`src/rtl/triangle_intlv_pkg.sv`:
```
// Shared types, frame geometry and beat arithmetic for the triangleSR frame sequencer.
package triangle_intlv_pkg;

    typedef enum logic [1:0] {
        IDLE  = 2'd0,
        FILL  = 2'd1,
        DIAG  = 2'd2,
        DRAIN = 2'd3
    } state_t;

    typedef enum logic [1:0] {
        RD1  = 2'd0,
        RDN1 = 2'd1,
        RDN2 = 2'd2,
        RDN3 = 2'd3
    } rd_mode_t;

    localparam int SIDE_DEF   = 128;
    localparam int TOTAL_BITS = SIDE_DEF * (SIDE_DEF + 1) / 2;
    localparam int WORDS      = TOTAL_BITS / 32;

    function automatic int beats(input int total, input int n);
        return (total + n - 1) / n;
    endfunction

    // Width of the short tail beat that finishes the frame.
    function automatic int last_bits(input int total, input int n);
        return total - n * (beats(total, n) - 1);
    endfunction

endpackage

```
`src/rtl/triangle_intlv_ctrl.sv`:
```
// Frame sequencer for triangleSR: fill by 32-bit words, optional diagonal shifts,
// then drain in one read mode under downstream backpressure.
module triangle_intlv_ctrl
    import triangle_intlv_pkg::*;
#(
    parameter int SIDE = SIDE_DEF,
    parameter int N1   = 38,
    parameter int N2   = 11,
    parameter int N3   = 3
) (
    input  logic        clk,
    input  logic        rst_n,
    input  logic        start,
    input  logic        abort,
    input  logic [1:0]  cfg_rd_mode,
    input  logic [6:0]  cfg_diag_num,
    input  logic        in_valid,
    input  logic [31:0] in_data,
    output logic        in_ready,
    output logic        wr32_en,
    output logic [31:0] wr32_data,
    output logic        diag_shift_en,
    output logic        rd1_en,
    output logic        rdN1_en,
    output logic        rdN2_en,
    output logic        rdN3_en,
    input  logic        out_ready,
    output logic [5:0]  rd_bits,
    output logic        rd_last,
    output logic        busy,
    output logic        done
);

    localparam int TOTAL = SIDE * (SIDE + 1) / 2;
    localparam int NWORD = TOTAL / 32;

    if ((TOTAL % 32) != 0) begin : g_total_check
        $error("triangle size must be a multiple of 32 bits");
    end

    localparam logic [8:0]  WORDS_M1 = 9'(NWORD - 1);
    localparam logic [13:0] B1_M1    = 14'(beats(TOTAL, 1) - 1);
    localparam logic [13:0] BN1_M1   = 14'(beats(TOTAL, N1) - 1);
    localparam logic [13:0] BN2_M1   = 14'(beats(TOTAL, N2) - 1);
    localparam logic [13:0] BN3_M1   = 14'(beats(TOTAL, N3) - 1);
    localparam logic [5:0]  L1       = 6'(last_bits(TOTAL, 1));
    localparam logic [5:0]  LN1      = 6'(last_bits(TOTAL, N1));
    localparam logic [5:0]  LN2      = 6'(last_bits(TOTAL, N2));
    localparam logic [5:0]  LN3      = 6'(last_bits(TOTAL, N3));

    state_t      state;
    rd_mode_t    mode_q;
    logic [6:0]  diag_q;
    logic [8:0]  wcnt;
    logic [6:0]  dcnt;
    logic [13:0] rcnt;

    logic [13:0] beats_m1;
    logic [5:0]  n_bits;
    logic [5:0]  tail_bits;
    logic        rd_fire;
    logic        final_beat;

    always_comb begin
        beats_m1  = B1_M1;
        n_bits    = 6'd1;
        tail_bits = L1;
        case (mode_q)
            RD1:  begin beats_m1 = B1_M1;  n_bits = 6'd1;      tail_bits = L1;  end
            RDN1: begin beats_m1 = BN1_M1; n_bits = 6'(N1);    tail_bits = LN1; end
            RDN2: begin beats_m1 = BN2_M1; n_bits = 6'(N2);    tail_bits = LN2; end
            RDN3: begin beats_m1 = BN3_M1; n_bits = 6'(N3);    tail_bits = LN3; end
            default: ;
        endcase
    end

    // Enables are combinational so the triangleSR sees the op in the handshake cycle;
    // abort masks every enable, which keeps them one-hot-or-zero.
    always_comb begin
        in_ready      = (state == FILL) && !abort;
        wr32_en       = in_ready && in_valid;
        wr32_data     = in_data;
        diag_shift_en = (state == DIAG) && !abort;
        rd_fire       = (state == DRAIN) && !abort && out_ready;
        rd1_en        = rd_fire && (mode_q == RD1);
        rdN1_en       = rd_fire && (mode_q == RDN1);
        rdN2_en       = rd_fire && (mode_q == RDN2);
        rdN3_en       = rd_fire && (mode_q == RDN3);
        final_beat    = (rcnt == beats_m1);
        rd_last       = rd_fire && final_beat;
        rd_bits       = rd_fire ? (final_beat ? tail_bits : n_bits) : 6'd0;
        busy          = (state != IDLE);
    end

    always_ff @(posedge clk) begin
        if (!rst_n) begin
            state  <= IDLE;
            mode_q <= RD1;
            diag_q <= 7'd0;
            wcnt   <= 9'd0;
            dcnt   <= 7'd0;
            rcnt   <= 14'd0;
            done   <= 1'b0;
        end else begin
            done <= 1'b0;
            if (abort) begin
                state <= IDLE;
                wcnt  <= 9'd0;
                dcnt  <= 7'd0;
                rcnt  <= 14'd0;
            end else begin
                case (state)
                    IDLE: begin
                        if (start) begin
                            mode_q <= rd_mode_t'(cfg_rd_mode);
                            diag_q <= cfg_diag_num;
                            wcnt   <= 9'd0;
                            dcnt   <= 7'd0;
                            rcnt   <= 14'd0;
                            state  <= FILL;
                        end
                    end
                    FILL: begin
                        if (wr32_en) begin
                            if (wcnt == WORDS_M1) begin
                                wcnt  <= 9'd0;
                                state <= (diag_q != 7'd0) ? DIAG : DRAIN;
                            end else begin
                                wcnt <= wcnt + 9'd1;
                            end
                        end
                    end
                    DIAG: begin
                        if (dcnt == diag_q - 7'd1) begin
                            dcnt  <= 7'd0;
                            state <= DRAIN;
                        end else begin
                            dcnt <= dcnt + 7'd1;
                        end
                    end
                    DRAIN: begin
                        if (rd_fire) begin
                            if (final_beat) begin
                                rcnt  <= 14'd0;
                                state <= IDLE;
                                done  <= 1'b1;
                            end else begin
                                rcnt <= rcnt + 14'd1;
                            end
                        end
                    end
                    default: state <= IDLE;
                endcase
            end
        end
    end

endmodule

```
`config.mk`:
```
export PLATFORM = sky130hd
export DESIGN_NAME = triangle_intlv_ctrl
export DESIGN_NICKNAME = d
export VERILOG_FILES = /design/src/rtl/triangle_intlv_pkg.sv /design/src/rtl/triangle_intlv_ctrl.sv
export SDC_FILE = /design/constraint.sdc
export NUM_CORES = 1
export LEC_CHECK = 0
export CELL_PAD_IN_SITES_DETAIL_PLACEMENT = 0
export CELL_PAD_IN_SITES_GLOBAL_PLACEMENT = 1
export CORE_UTILIZATION = 35
export CTS_CLUSTER_SIZE = 14
export DETAILED_ROUTE_END_ITERATION = 8
export PLACE_DENSITY = 0.86
export REMOVE_ABC_BUFFERS = 1
export SKIP_LAST_GASP = 1
export SLEW_MARGIN = 20
export SYNTH_ARGS = -nofsm -noshare
export SYNTH_HDL_FRONTEND = slang
export SYNTH_SLANG_ARGS = --single-unit
```
`constraint.sdc`:
```
create_clock -name clk -period 4.87 [get_ports clk]
set_input_delay 0.974 -clock clk [delete_from_list [all_inputs] [get_ports clk]]
set_output_delay 0.974 -clock clk [all_outputs]
set_load 0.01 [all_outputs]
```
## After elaboration in Yosys (flattened, before gate mapping)

Index checks and enable logic that the tools add are counted.

- ROM bits: 0
- Bits of input ports: 47
- RAM bits: 0
- Logic and storage cells: 80
- Bits in latches: 0
- Memories: 0
- Register bits: 42

- Div/mod/pow operators: 0
- Order comparisons: 0
- Bitwise operators: 4
- Shift operators: 0
- Multiplexer cells: 25
- Reduce and logical (&&, ||, !) cells: 25
- Multipliers: 0
- Add/sub/neg operators: 4
- Eq/ne operators: 15

Operators by type and width:

| operator | number |
|---|---|
| $pmux W14 S4 | 1 |
| $pmux W6 S4 | 2 |
| $mux W14 | 3 |
| $pmux W14 S2 | 1 |
| $mux W9 | 3 |
| $pmux W9 S2 | 1 |
| $add A14 B1 Y14 const B | 1 |
| $eq A14 B14 Y1 | 1 |
| $mux W7 | 2 |
| $pmux W7 S2 | 1 |
| $mux W2 | 6 |
| $mux W6 | 2 |
| $logic_and A1 B1 Y1 | 10 |
| $add A9 B1 Y9 const B | 1 |
| $eq A9 B9 Y1 const B | 1 |
| $reduce_and A3 Y1 | 3 |
| $eq A2 B2 Y1 const B | 4 |
| $ne A2 B2 Y1 const B | 4 |
| $pmux W2 S4 | 1 |
| $reduce_bool A2 Y1 | 4 |
| $add A7 B1 Y7 const B | 1 |
| $eq A7 B7 Y1 | 1 |
| $reduce_bool A7 Y1 | 1 |
| $sub A7 B1 Y7 const B | 1 |
| other kinds (10) | 17 |

## Longest topological paths before layout

Gate-level depths: netlist (run 1).

- Word-level depth: 6
- Depth in mapped cells: 9
- Depth with buffers taken out: 8

## Least setup slack after synthesis (run 1)

OpenSTA, ideal clock, no wires.

- Path kind: reg2out
- From: register mode_q[1]
- To: output rd_bits[0]
- Arrival: 1.990 ns
- Stages on the path, launching flop included: 8
- Required time: 3.896 ns
- Slack: 1.906 ns
- Path through: dfxtp_1 -> inv_1 -> ha_1 -> or4b_2 -> nand2_1 -> nand4_2 -> mux2_2 -> nor2_1

- Word-level cells in the longest chain between the ends: 5
- Elaborated cells between the ends (all ways): 10

RTL lines:

| what | line | RTL |
|---|---|---|
| start: declaration | triangle_intlv_ctrl.sv:52 | `rd_mode_t mode_q;` |
| start signal: assignment | triangle_intlv_ctrl.sv:115 | `mode_q <= rd_mode_t'(cfg_rd_mode);` |
| $eq A2 B2 Y1, or another cell as far along | triangle_intlv_ctrl.sv:68 | `case (mode_q)` |
| $pmux W14 S4 | triangle_intlv_ctrl.sv:68 |  |
| $eq A14 B14 Y1 | triangle_intlv_ctrl.sv:89 | `final_beat = (rcnt == beats_m1);` |
| $mux W6 (*) (2 in series) | triangle_intlv_ctrl.sv:91 | `rd_bits = rd_fire ? (final_beat ? tail_bits : n_bits) : 6'd0;` |
| end: declaration | triangle_intlv_ctrl.sv:28 | `output logic [5:0] rd_bits,` |

Every way passes the cells marked *; elsewhere a longest branch is shown, timed or not. The select of a mux whose other input is x is not followed.

## Worst setup path after layout (run 1)

Ends and elaborated chain as after synthesis.

==> impl_results.md, run 1 <==
- Outcome: completed
- CTS tree: done
- Class of the worst hold path: flop to flop
- Number of gates given a new drive strength after cts: 0
- GR Util All Layers: 0.166
- Wire length of the first global-routing pass: 9870 um
- Layout Area Growth over Synthesis: 8.70%
- Pwr Density: 235 nW/um2
- Number of clock buffers inserted by TritonCTS: 5
- Total gr overflow: 0
- Main area contributors after synthesis: dfxtp_1 (31%), buf_4 (9.2%), ha_1 (7.4%)
- Clock root buffer master: clkbuf_8
- Worst hold-check slack: 0.525 ns
- Detailed-route via count: between 2000 and 2500
- Fmax: 251 MHz
- Critical path data required time: 3.90 ns
- Initial Util: 0.367
- Largest area contributor in the netlist: dfxtp_1
- Number of buffers on the longest clock path: 2
- RSZ-0062 raised after global routing: false
- Number of hold violations in the final report: 0
- Worst-path maximum fanout: 7
- Unique masters post-synth: 44
- Gate count after technology mapping: roughly 320
- Setup TNS: 0 ns
- Nature of the critical path startpoint: flop
- Master of the slowest instance on the critical path: or4b_2
- Total Power: 0.000686 W
- Number of top-level pins: 95
- Arrival @ worst endpoint: 3.01 ns
- Initial antenna violation count: 0
- Fraction of synthesis flops using an asynchronous set or reset pin: 0
- Number of global-route vias before repair: 1878
- Final-stage net count: between 300 and 400
- Max-Cap Viols: 0
- Clock transition at the registers of the reported paths: ~0.08 ns
- Number of enable-type register cells in the synthesized netlist: 0
- Cells along the critical path: inv_1, ha_1, or4b_2, nand2_1, nand4_2, mux2_2, nor2_1, clkdlybuf4s50_1
- Largest incremental delay on the critical path: 0.60 ns
- Drt initial violations: 55
- Most frequent cells after synthesis: nor2_1 (46), dfxtp_1 (42), buf_4 (33)
- Die Y: 89.7 um
- Die Area: 8040 um2
- Fraction of layout instances using a drive strength above 1: 0.0571
- Synth warn: 0
- Category of the most critical setup path: flop to output pin
- # diodes: 0
- Final count of pins violating max slew: 0
- Worst setup skew after layout: 0.0126 ns
- Syn Std Cell Area: roughly 2700 um2
- Share of the clock period used by the worst path: 0.819
- Largest net degree at the start of global routing: 16
- Number of buffers added on ports: 29
- Horiz. Die Dim: 89.7 um
- HPWL after detailed placement: 4900 um
- CTS Sinks: 42
- Placeable core region: 7330 um2
- Top FF cell, synth: dfxtp_1
- Number of buffers inserted for hold repair after clock tree synthesis: 0
- Number of nets with antenna violations after routing: 0
- Max-slew headroom at the worst pin: 0.436
- #FFs+latches synth: 42
- Cell family contributing the most delay on the critical path: simple AND/OR/NAND/NOR gates
- Site row count: 31
- Clk Latency, worst-skew pair: 0.31 ns
- Number of buffer and inverter instances along the worst setup path: 2
- Most used standard cell by instance count after synthesis: nor2_1
- Setup Buffers After CTS: 0
- Final weighted congestion of routability-driven global placement: 0.733
- Number of optimization iterations in the first detailed-route pass: 4
- Level count of the clock H-tree: 2
- Ratio of routed vias to standard cells: 4.92
- Final wirelength: 6440 um
- Slew at the pin with the worst max-slew slack: 0.841 ns
- Crit path capture type: output pin
- Mean instance size in the synthesized netlist: 8.49 um2
- Portion of synthesized cell area occupied by the leading cell type: 0.313
- Setup Viol. Count Final: 0
- Sequential-to-total area share from yosys stat: 0.313
- Routed length per placed instance: 15.5 um
- Leak: 1.15 nW
- DRC: 0
- Worst vdd rail ir drop: 0.000121 V
- Min Clock Period, post-route: 3.99 ns
[metal layers]
| metal | GRT usage | vias up | part of all wire | wire, um |
|---|---|---|---|---|
| met5 | 0.0649 | - | 0 | 0 |
| met4 | 0.0462 | 0 | 0.011 | 70 |
| met3 | 0.0941 | 7 | 0.11 | 693 |
| met2 | 0.250 | 69 | 0.41 | 2650 |
| met1 | 0.197 | 950 | 0.47 | 3020 |
| li1 | - | 1009 | - | - |
[area by class of cell]
cell class | count | area [um2]
clock buffers | 5 | 68.8
clock inverters | 3 | 23.8
fillers | 728 | 4410
inverters | 11 | 41.3
multi-input cells | 225 | 1540
flip-flops and latches | 42 | 841
well taps | 99 | 124
repair buffers | 29 | 290
[layout by cell type (no fill, tap or decap), types with 3 or more instances in the layout]
cell type / Yosys / final
nand2_1: 26 / 26
nor3_1: 3 / 3
and3_1: 9 / 9
mux2i_1: 13 / 13
nand3_1: 4 / 4
clkdlybuf4s50_1: 0 / 29
and2_1: 3 / 3
inv_1: 11 / 11
nand4_1: 5 / 5
ha_1: 16 / 16
xor2_1: 20 / 20
clkbuf_8: 0 / 5
nor4_1: 3 / 3
nand3b_1: 3 / 3
o21ai_0: 3 / 3
nand2b_1: 6 / 6
dfxtp_1: 42 / 42
nor2b_1: 13 / 13
nor2_1: 46 / 46
xnor2_1: 20 / 20
[tightest hold or removal path: cells and delay by family (launching register included)]
kind                      cells  cell delay, ns
and+or+nand+nor               1            0.08
DFF                           1            0.35
xor gates and xnor gates      1            0.07
[stage by stage]
stage | instances | setup slack [ns] | instance area (um2) | utilization
2_1_floorplan | 278 | 1.91 | 2420 | -
3_3_place_gp | 406 | 0.989 | 2830 | 0.386
3_5_place_dp | 406 | 0.940 | 2830 | 0.386
4_1_cts | 414 | 0.864 | 2920 | 0.399
5_1_grt | 414 | 0.741 | 2920 | 0.399
6_report | 414 | 0.882 | 2920 | 0.399
[final timing paths]
kind / depth (start not counted) / end / slack, ns / startpoint
hold / removal: 2 / wcnt[8] / 0.53 / wcnt[8]
hold reg to reg: 2 / wcnt[8] / 0.53 / wcnt[8]
setup reg to reg: 8 / state[0] / 2.24 / mode_q[1]
setup / recovery: 8 / rd_bits[0] / 0.88 / mode_q[1]
[power breakdown]
part	internal [W]	leakage (nW)	switching (W)
sequential	0.000350	0.340	0.00000857
clock	0.000103	0.0408	0.000132
combinational	0.0000453	0.768	0.0000478
[state kept, by name (all words and copies together) (netlist names)]
signal  flops
wcnt        9
rcnt       14
done        1
diag_q      7
mode_q      2
state       2
dcnt        7
[cell families after synthesis]
family	share of synthesized area
AND/OR/NAND/NOR	0.255
other	0.00139
XOR/XNOR	0.130
buffers and inverters	0.117
adder cells (fa/ha/maj)	0.0744
AO/OA/AOI/OAI	0.0530
multiplexers	0.0567
flip-flops	0.313
(Power assumes the default switching activity.)
==> run 2: changes to the inputs <==
--- a/config.mk
+++ b/config.mk
@@ -7,10 +7,10 @@
 export LEC_CHECK = 0
 export CELL_PAD_IN_SITES_DETAIL_PLACEMENT = 0
 export CELL_PAD_IN_SITES_GLOBAL_PLACEMENT = 1
-export CORE_UTILIZATION = 35
+export CORE_UTILIZATION = 33
 export CTS_CLUSTER_SIZE = 14
 export DETAILED_ROUTE_END_ITERATION = 8
-export PLACE_DENSITY = 0.86
+export PLACE_DENSITY = 0.82
 export REMOVE_ABC_BUFFERS = 1
 export SKIP_LAST_GASP = 1
 export SLEW_MARGIN = 20
==> constraint.sdc (replaced) <==
create_clock -name clk -period 3.7 [get_ports clk]
set_input_delay 0.74 -clock clk [delete_from_list [all_inputs] [get_ports clk]]
set_output_delay 0.74 -clock clk [all_outputs]
set_load 0.01 [all_outputs]
==> impl_results.md, run 2 (synthesis gave the netlist of run 1 again) <==
- Leak: 1.17 nW (+1.5%)
- Non-filler cells in the finished layout: 419 (+1.2%)
- Placed cells: 412 (+1.5%)
- Share of total power in combinational logic: 0.147 (+0.011)
- Critical path data required time: 2.96 ns (-0.94 ns)
- Number of nets with antenna violations after routing: 0 (unchanged)
- Final-stage net count: 380 (+0.80%)
- Final count of pins violating max slew: 0 (unchanged)
- FF-to-FF path depth: 8 (unchanged)
- Fmax: 283 MHz
- Detailed-route via count: 2064 (+1.4%)
- Initial Util: 0.345 (-0.0224)
- Outcome: completed
- Final weighted congestion of routability-driven global placement: 0.781 (+6.4%)
- CTS Sinks: 42 (unchanged)
- Clock root buffer master: clkbuf_8
- Share of the clock period used by the worst path: 0.954
- Most common library cell in the layout ignoring fill and taps: nor2_1
- Worst setup skew after layout: 0.00395 ns (-0.00866 ns)
- Drt initial violations: 57 (+3.6%)
- Number of hold violations in the final report: 0 (unchanged)
- Nature of the critical path startpoint: flop
- Max-slew headroom at the worst pin: 0.598 (+0.162)
- Worst hold-check slack: 0.515 ns (-0.0102 ns)
- DRC: 0 (unchanged)
- Worst-path maximum fanout: 7 (unchanged)
- Number of global-route vias before repair: 2051 (+9.2%)
- GR Util All Layers: 0.164 (-0.00211)
- Level count of the clock H-tree: 2 (unchanged)
- Highest-count cells in the layout ignoring fill and taps: nor2_1 (46), dfxtp_1 (41), clkdlybuf4s50_1 (29)
- Clk Latency, worst-skew pair: 0.29 ns (-0.02 ns)
- Pwr Density: 299 nW/um2 (+27%)
- Top register by number of flip-flops: rcnt
- Routed length per placed instance: 15.9 um (+2.0%)
- Number of buffers added on ports: 29 (unchanged)
- Clock power share: 0.318 (-0.024)
- Placeable core region: 7810 um2 (+6.5%)
- Flop-to-flop setup slack: 1.29 ns (-0.95 ns)
- Arrival @ worst endpoint: 2.79 ns (-0.22 ns)
- # diodes: 0 (unchanged)
- Largest net degree at the start of global routing: 15 (-1)
- Internal Dissipation: 0.000654 W (+31%)
- Total gr overflow: 0 (unchanged)
- Final Core Density: 0.377 (-0.0215)
- Switching Power: 0.000228 W (+21%)
- CTS tree: done
- Horiz. Die Dim: 92.3 um (+2.9%)
- Site row count: 32 (+3.2%)
- Wire length of the first global-routing pass: 10800 um (+9.4%)
- Max-Cap Viols: 0 (unchanged)
- Layout Area Growth over Synthesis: 9.54%
- Category of the most critical setup path: flop to output pin
- RSZ-0062 raised after global routing: false
- HPWL after detailed placement: 5040 um (+2.8%)
- Max reg flops: 14 (unchanged)
- Die Area: 8520 um2 (+5.9%)
- Setup Buffers After CTS: 0 (unchanged)
- Relative contribution of sequential cells to total power: 0.535 (+0.013)
- Die Y: 92.3 um (+2.9%)
- Min Clock Period, post-route: 3.53 ns
- R2R Path Start: mode_q[1]
- Ratio of routed vias to standard cells: 4.93 (+0.21%)
- Worst vdd rail ir drop: 0.000131 V (+7.6%)
- Worst R2R End: state[0]
- Switching power share of the total: 0.258 (-0.0165)
- Clock transition at the registers of the reported paths: 0.08 ns (about the same)
- CP Launch Point: mode_q[1]
- Number of clock buffers inserted by TritonCTS: 5 (unchanged)
- Leading registers by flop count: rcnt x14, wcnt x9
- Class of the worst hold path: flop to flop
- Setup Viol. Count Final: 0 (unchanged)
- Final wirelength: 6640 um (+3.2%)
- Number of buffers on the longest clock path: 2 (unchanged)
- Number of top-level pins: 95 (unchanged)
- Number of optimization iterations in the first detailed-route pass: 4 (unchanged)
- Initial antenna violation count: 0 (unchanged)
- Setup TNS: 0 ns (unchanged)
- Fraction of layout instances using a drive strength above 1: 0.0662 (+0.00910)
- Crit path capture type: output pin
- Critical path endpoint: rd_bits[0]
- Slew at the pin with the worst max-slew slack: 0.602 ns (-0.239 ns)
run 2: worst min-delay path by stage:
stage | endpoint | slack, ns | cells after the start | startpoint
floorplan | wcnt[8] | 0.47 | 2 | wcnt[8]
global placement | wcnt[8] | 0.49 | 2 | wcnt[8]
detailed placement | wcnt[8] | 0.50 | 2 | wcnt[8]
CTS | dcnt[1] | 0.52 | 2 | dcnt[1]
global route | dcnt[1] | 0.54 | 2 | dcnt[1]
finish | dcnt[1] | 0.51 | 2 | dcnt[1]
run 2: layer usage:
| layer | track usage | up-vias | share of wire |
|---|---|---|---|
| met4 | 0.0339 | 2 | 0.0066 |
| met1 | 0.213 | 967 | 0.48 |
| li1 | - | 1019 | - |
| met5 | 0.0705 | - | 0.0039 |
| met3 | 0.0871 | 7 | 0.099 |
| met2 | 0.233 | 69 | 0.41 |
run 2: repair_timing:
action | in CTS | in global routing
hold buffers | 0 | 0
resized for setup | 1 | 3
setup endpoints to repair | 1 | 1
run 2: final cells by class:
class	count	area, um2
fillers	813	4860
repair buffers	32	313
multi-input cells	225	1550
inverters	11	41.3
well taps	102	128
flip-flops and latches	42	842
clock buffers	7	76.3
run 2: power groups by stage:
stage	Sequential (W)	Combinational (W)	Clock (W)
after floorplan	0.000479	0.0000844	0
after global placement	0.000481	0.000127	0
after detailed placement	0.000482	0.000128	0
after CTS	0.000471	0.000130	0.000292
after global routing	0.000473	0.000146	0.000311
final	0.000471	0.000130	0.000280
run 2: worst max-delay path, cell delays in order (launching register included):
cell,delay [ns]
dfxtp_2,0.36
inv_2,0.09
ha_2,0.22
or4b_2,0.60
nand2_1,0.13
nand4_4,0.16
mux2_2,0.31
nor2_1,0.09
clkdlybuf4s50_1,0.54
run 2: stage by stage:
stage          power [W]  setup slack, ns  cell area (um2)
5_1_grt         0.000929         0.000831             2950
3_5_place_dp    0.000610            0.334             2860
2_1_floorplan   0.000563            0.970             2420
4_1_cts         0.000893           0.0255             2940
3_3_place_gp    0.000609            0.404             2860
6_report        0.000881            0.170             2950
